### src/rtl/uart_tx_pkg.sv
// Shared constants for the UART transmit path: TX mux select encodings and
// the frame sequencer state encoding.
package uart_tx_pkg;

  localparam logic [1:0] SEL_START = 2'b00;
  localparam logic [1:0] SEL_DATA  = 2'b01;
  localparam logic [1:0] SEL_PAR   = 2'b10;
  localparam logic [1:0] SEL_STOP  = 2'b11;

  typedef enum logic [2:0] {
    ST_IDLE   = 3'd0,
    ST_ARM    = 3'd1,
    ST_START  = 3'd2,
    ST_DATA   = 3'd3,
    ST_PARITY = 3'd4,
    ST_STOP1  = 3'd5,
    ST_STOP2  = 3'd6
  } tx_state_t;

endpackage

### src/rtl/uart_tx_ctrl.sv
// UART transmit frame sequencer: strobes the serializer and steps the TX mux
// select through start, data, optional parity and one or two stop bits.
//
// state     | meaning
// ----------+-----------------------------------------------------------
// ST_IDLE   | line idle-high, waiting for Data_Valid
// ST_ARM    | request accepted, waiting for a tick to align the start bit
// ST_START  | start bit on the line
// ST_DATA   | data bits, one Ser_En per tick
// ST_PARITY | parity bit (only when par_q)
// ST_STOP1  | first stop bit
// ST_STOP2  | second stop bit (only when stop2_q)
module uart_tx_ctrl
  import uart_tx_pkg::*;
#(
  parameter int DATA_WIDTH = 8
) (
  input  logic       CLK,
  input  logic       RST,
  input  logic       Data_Valid,
  input  logic       PAR_EN,
  input  logic       Stop2,
  input  logic       Bit_Tick,
  output logic [1:0] MUX_Sel,
  output logic       Ser_En,
  output logic       Load,
  output logic       Busy,
  output logic       Done
);

  // A one-bit counter is kept for DATA_WIDTH=1 so the vector never collapses.
  localparam int CNT_W = (DATA_WIDTH > 1) ? $clog2(DATA_WIDTH) : 1;
  localparam logic [CNT_W-1:0] LAST_BIT = CNT_W'(DATA_WIDTH - 1);

  tx_state_t        state, state_nxt;
  logic [CNT_W-1:0] bit_cnt, bit_cnt_nxt;
  logic             par_q, stop2_q;
  logic             accept;

  logic [1:0]       sel_nxt;
  logic             ser_nxt, load_nxt, busy_nxt, done_nxt;

  assign accept = (state == ST_IDLE) && Data_Valid;

  always_ff @(posedge CLK or negedge RST) begin
    if (!RST) begin
      state   <= ST_IDLE;
      bit_cnt <= '0;
      par_q   <= 1'b0;
      stop2_q <= 1'b0;
    end else begin
      state   <= state_nxt;
      bit_cnt <= bit_cnt_nxt;
      if (accept) begin
        par_q   <= PAR_EN;
        stop2_q <= Stop2;
      end
    end
  end

  always_comb begin
    state_nxt   = state;
    bit_cnt_nxt = bit_cnt;
    unique case (state)
      ST_IDLE: begin
        if (Data_Valid) state_nxt = ST_ARM;
      end
      ST_ARM: begin
        if (Bit_Tick) state_nxt = ST_START;
      end
      ST_START: begin
        if (Bit_Tick) begin
          state_nxt   = ST_DATA;
          bit_cnt_nxt = '0;
        end
      end
      ST_DATA: begin
        if (Bit_Tick) begin
          if (bit_cnt == LAST_BIT) begin
            bit_cnt_nxt = '0;
            state_nxt   = par_q ? ST_PARITY : ST_STOP1;
          end else begin
            bit_cnt_nxt = bit_cnt + CNT_W'(1);
          end
        end
      end
      ST_PARITY: begin
        if (Bit_Tick) state_nxt = ST_STOP1;
      end
      ST_STOP1: begin
        if (Bit_Tick) state_nxt = stop2_q ? ST_STOP2 : ST_IDLE;
      end
      ST_STOP2: begin
        if (Bit_Tick) state_nxt = ST_IDLE;
      end
      default: begin
        state_nxt   = ST_IDLE;
        bit_cnt_nxt = '0;
      end
    endcase
  end

  // Outputs are decoded from the upcoming state so the registered values
  // change on the same edge as the state itself.
  always_comb begin
    sel_nxt  = SEL_STOP;
    ser_nxt  = (state == ST_DATA) && Bit_Tick;
    load_nxt = accept;
    busy_nxt = (state_nxt != ST_IDLE);
    done_nxt = ((state == ST_STOP1) || (state == ST_STOP2)) && (state_nxt == ST_IDLE);
    case (state_nxt)
      ST_START:  sel_nxt = SEL_START;
      ST_DATA:   sel_nxt = SEL_DATA;
      ST_PARITY: sel_nxt = SEL_PAR;
      default:   sel_nxt = SEL_STOP;
    endcase
  end

  always_ff @(posedge CLK or negedge RST) begin
    if (!RST) begin
      MUX_Sel <= SEL_STOP;
      Ser_En  <= 1'b0;
      Load    <= 1'b0;
      Busy    <= 1'b0;
      Done    <= 1'b0;
    end else begin
      MUX_Sel <= sel_nxt;
      Ser_En  <= ser_nxt;
      Load    <= load_nxt;
      Busy    <= busy_nxt;
      Done    <= done_nxt;
    end
  end

endmodule

### config.mk
export PLATFORM = sky130hd
export DESIGN_NAME = uart_tx_ctrl
export DESIGN_NICKNAME = d
export VERILOG_FILES = /design/src/rtl/uart_tx_pkg.sv /design/src/rtl/uart_tx_ctrl.sv
export SDC_FILE = /design/constraint.sdc
export NUM_CORES = 1
export LEC_CHECK = 0
export ABC_CLOCK_PERIOD_IN_PS = 1800
export CAP_MARGIN = 20
export CORE_UTILIZATION = 45
export DETAILED_ROUTE_END_ITERATION = 8
export GPL_ROUTABILITY_DRIVEN = 0
export GPL_TIMING_DRIVEN = 0
export MAX_ROUTING_LAYER = met4
export PLACE_DENSITY = 0.73
export SETUP_SLACK_MARGIN = 0.4
export SLEW_MARGIN = 20
export SYNTH_ARGS = -nofsm -noshare
export SYNTH_HDL_FRONTEND = slang
export SYNTH_SLANG_ARGS = --single-unit
### constraint.sdc
create_clock -name CLK -period 1.8 [get_ports CLK]
set_input_delay 0.36 -clock CLK [delete_from_list [all_inputs] [get_ports CLK]]
set_output_delay 0.36 -clock CLK [all_outputs]
set_load 0.02 [all_outputs]
==> impl_metrics.tcl <==
set metrics [dict create \
    outcome "completed" \
    cellLeakagePower_nw 0.430 \
    hold_slack_ns 0.449 \
    setup.worst_path.class "flop to flop" \
    startpoint_type "flop" \
    tritoncts "done" \
    most-common-layout-cells "sky130_fd_sc_hd__dfrtp_1 (12), sky130_fd_sc_hd__buf_4 (7), sky130_fd_sc_hd__nand2_1 (7), sky130_fd_sc_hd__a21oi_1 (7), sky130_fd_sc_hd__o21ai_1 (6)" \
    synth-async-reset-ratio 1.00 \
    timing_hold_violations_final 0 \
    setup_viol 0 \
    post_synth_inst_count 69 \
    core_area_mm2 0.00151 \
    dp_hpwl_um 1030 \
    placed_cell_count 96 \
    detail_route.wirelength_um 1510 \
    postSynthAreaPerCell_um2 10.6 \
    final.setup.tns_ns 0 \
    cts_num_sinks 14 \
    remaining_drc_errors 0 \
    synth-seq-area-share 0.482 \
    setup_slack_ns 0.195 \
    path_buf_inv 1 \
    worst_setup_hold_path_clk_slew_ns 0.08 \
    relative_slew_slack 0.599 \
    max_stage_delay_ns 0.41 \
    antenna_diodes 0 \
    layout-area-overhead-vs-synth_pct 29.6 \
    endpoint_kind "flop" \
    tightest_slew_ns 0.600 \
    detailroute.via_count 581 \
    cp_slowest_cell "sky130_fd_sc_hd__dfrtp_1" \
    final_common_cell "sky130_fd_sc_hd__dfrtp_1" \
    ctsHoldBuffers 0 \
    port-buffer-count 11 \
    share_of_final_layout_standard_cells_stronger_than_drive_strength_1 0.281 \
    synthesis.yosys.warnings 0 \
    dieWidth_um 42.3 \
    slew_viol_final 0 \
    powerDensity_mw_per_mm2 1310 \
    detail_route.wl_per_cell_um 14.4 \
    required_ns 2.01 \
    grt_use_total 0.199 \
    path_delay_family "flip-flops" \
    timing.fmax_mhz 623 \
    post-route-util 0.630 \
    worstPathMaxFanout 5 \
    syn_area_um2 732 \
    max_cap_violations 0 \
    starting_density_of_the_core 0.486 \
    die_height_um 42.3 \
    cts_root_buffer "sky130_fd_sc_hd__clkbuf_4" \
    drt.antenna.violating_nets 0 \
    setup_repair_after_global_routing_missed_its_margin "true" \
    post_synth_edffs 0 \
    drt_iter0_markers 9 \
    grt_pass1_vias 571 \
    grt_pass1_wl_um 2500 \
    max-clock-path-buffers 2 \
    finish.cell_count_without_fillers 105 \
    via_per_inst 5.53 \
    die_area_mm2 0.00179 \
    rows 14 \
    synth_cell_types 29 \
    insertion_delay_ns 0.28 \
    design.portCount 12 \
    htree_num_levels 1 \
    drt_first_pass_iters 2 \
    grt_max_degree 15 \
    cts_buffers 3 \
    clock_skew_ns 0.00428 \
    final_nets 98 \
    worstPathArrival_ns 1.81 \
    final_critical_path_share_of_the_clock_period 0.891 \
    worst_ir_drop_vdd_uv 764 \
    nFillCells 130 \
    crit_chain "ha_2 > ha_4 > and4_1 > nor3_2 > inv_1 > a211o_1" \
    synth_fp_nets 77 \
    holdCritPathClass "input pin to async pin" \
    pre_cts_ws_ns -0.0296 \
    synth_seq_cells 14 \
    synthFlopType "sky130_fd_sc_hd__dfrtp_1" \
    antenna_found_initial 0 \
    grt_overflow_total 0 \
    fin_crit_ns 1.60 \
]
worst paths after layout:
kind	start	end	slack, ns	depth (start not counted)
worst min-delay path	RST	bit_cnt[2]$_DFFE_PN0P_	0.45	1
worst max-delay path	bit_cnt[0]$_DFFE_PN0P_	MUX_Sel[0]$_DFF_PN1_	0.20	6
min in group CLK	par_q$_DFFE_PN0P_	par_q$_DFFE_PN0P_	0.52	1
max in group asynchronous	RST	bit_cnt[0]$_DFFE_PN0P_	0.96	1
worst max register to register	bit_cnt[0]$_DFFE_PN0P_	MUX_Sel[0]$_DFF_PN1_	0.20	6
worst min register to register	par_q$_DFFE_PN0P_	par_q$_DFFE_PN0P_	0.52	1
per-stage QoR:
| stage | total power (W) | area [um2] |
|---|---|---|
| floorplan | 0.000830 | 739 |
| global placement | 0.000955 | 870 |
| detailed placement | 0.000981 | 870 |
| CTS | 0.00121 | 915 |
| global route | 0.00135 | 948 |
| finish | 0.00124 | 948 |
cell families (layout without fill, tap and decap cells):
logic type,Yosys count,in the layout,share of synthesized area
AOI/OAI and AO/OA,19,19,0.161
adders and majority gates,2,2,0.0342
buffers and inverters,7,27,0.0667
DFF,14,14,0.482
muxes,4,4,0.0649
and+or+nand+nor,23,23,0.191
routing by layer:
| layer | GRT usage | vias up | part of all wire |
|---|---|---|---|
| li1 | - | 288 | - |
| met1 | 0.237 | 270 | 0.47 |
| met2 | 0.298 | 15 | 0.45 |
| met3 | 0.0776 | 8 | 0.052 |
| met4 | 0.0875 | 0 | 0.032 |
| met5 | - | - | 0 |
synth_stat cells (2+ instances only):
library cell	count	area share
sky130_fd_sc_hd__buf_4	2	0.021
sky130_fd_sc_hd__a21oi_1	7	0.048
sky130_fd_sc_hd__dfstp_2	2	0.072
sky130_fd_sc_hd__inv_1	3	0.015
sky130_fd_sc_hd__mux2_1	2	0.031
sky130_fd_sc_hd__nand2_1	7	0.036
sky130_fd_sc_hd__nor2b_1	3	0.026
sky130_fd_sc_hd__dfrtp_1	12	0.41
sky130_fd_sc_hd__buf_6	2	0.031
sky130_fd_sc_hd__ha_1	2	0.034
sky130_fd_sc_hd__o21ai_1	6	0.041
sky130_fd_sc_hd__nor2_1	4	0.021
where the power goes:
| part | switching (W) | leakage [nW] | internal (W) |
|---|---|---|---|
| registers | 0.0000863 | 0.165 | 0.000422 |
| clock network | 0.0000962 | 0.0210 | 0.000123 |
| logic | 0.000265 | 0.245 | 0.000253 |
| total | 0.000447 | 0.430 | 0.000798 |
what timing repair did:
| action | in CTS | in global routing |
|---|---|---|
| setup endpoints to repair | 8 | 6 |
| gates resized for setup | 11 | 4 |
| pin swaps | 1 | 1 |
| setup buffers | 1 | 4 |
registers in the layout, summed over array words and instances (netlist names):
name	cells
Load	1
par_q	1
bit_cnt	3
MUX_Sel	2
state	3
Done	1
Busy	1
stop2_q	1
Ser_En	1
layout make-up:
type                       instances  area, um2  area share
inverter                           3       11.3      0.0119
buffer                             4       37.5      0.0396
clock buffer                       4       36.3      0.0383
timing repair buffer              16        133       0.140
sequential                        14        353       0.372
multi-input combinational         48        358       0.377
tap                               16       20.0      0.0211
Note: power is estimated with default switching activity, not from simulation.
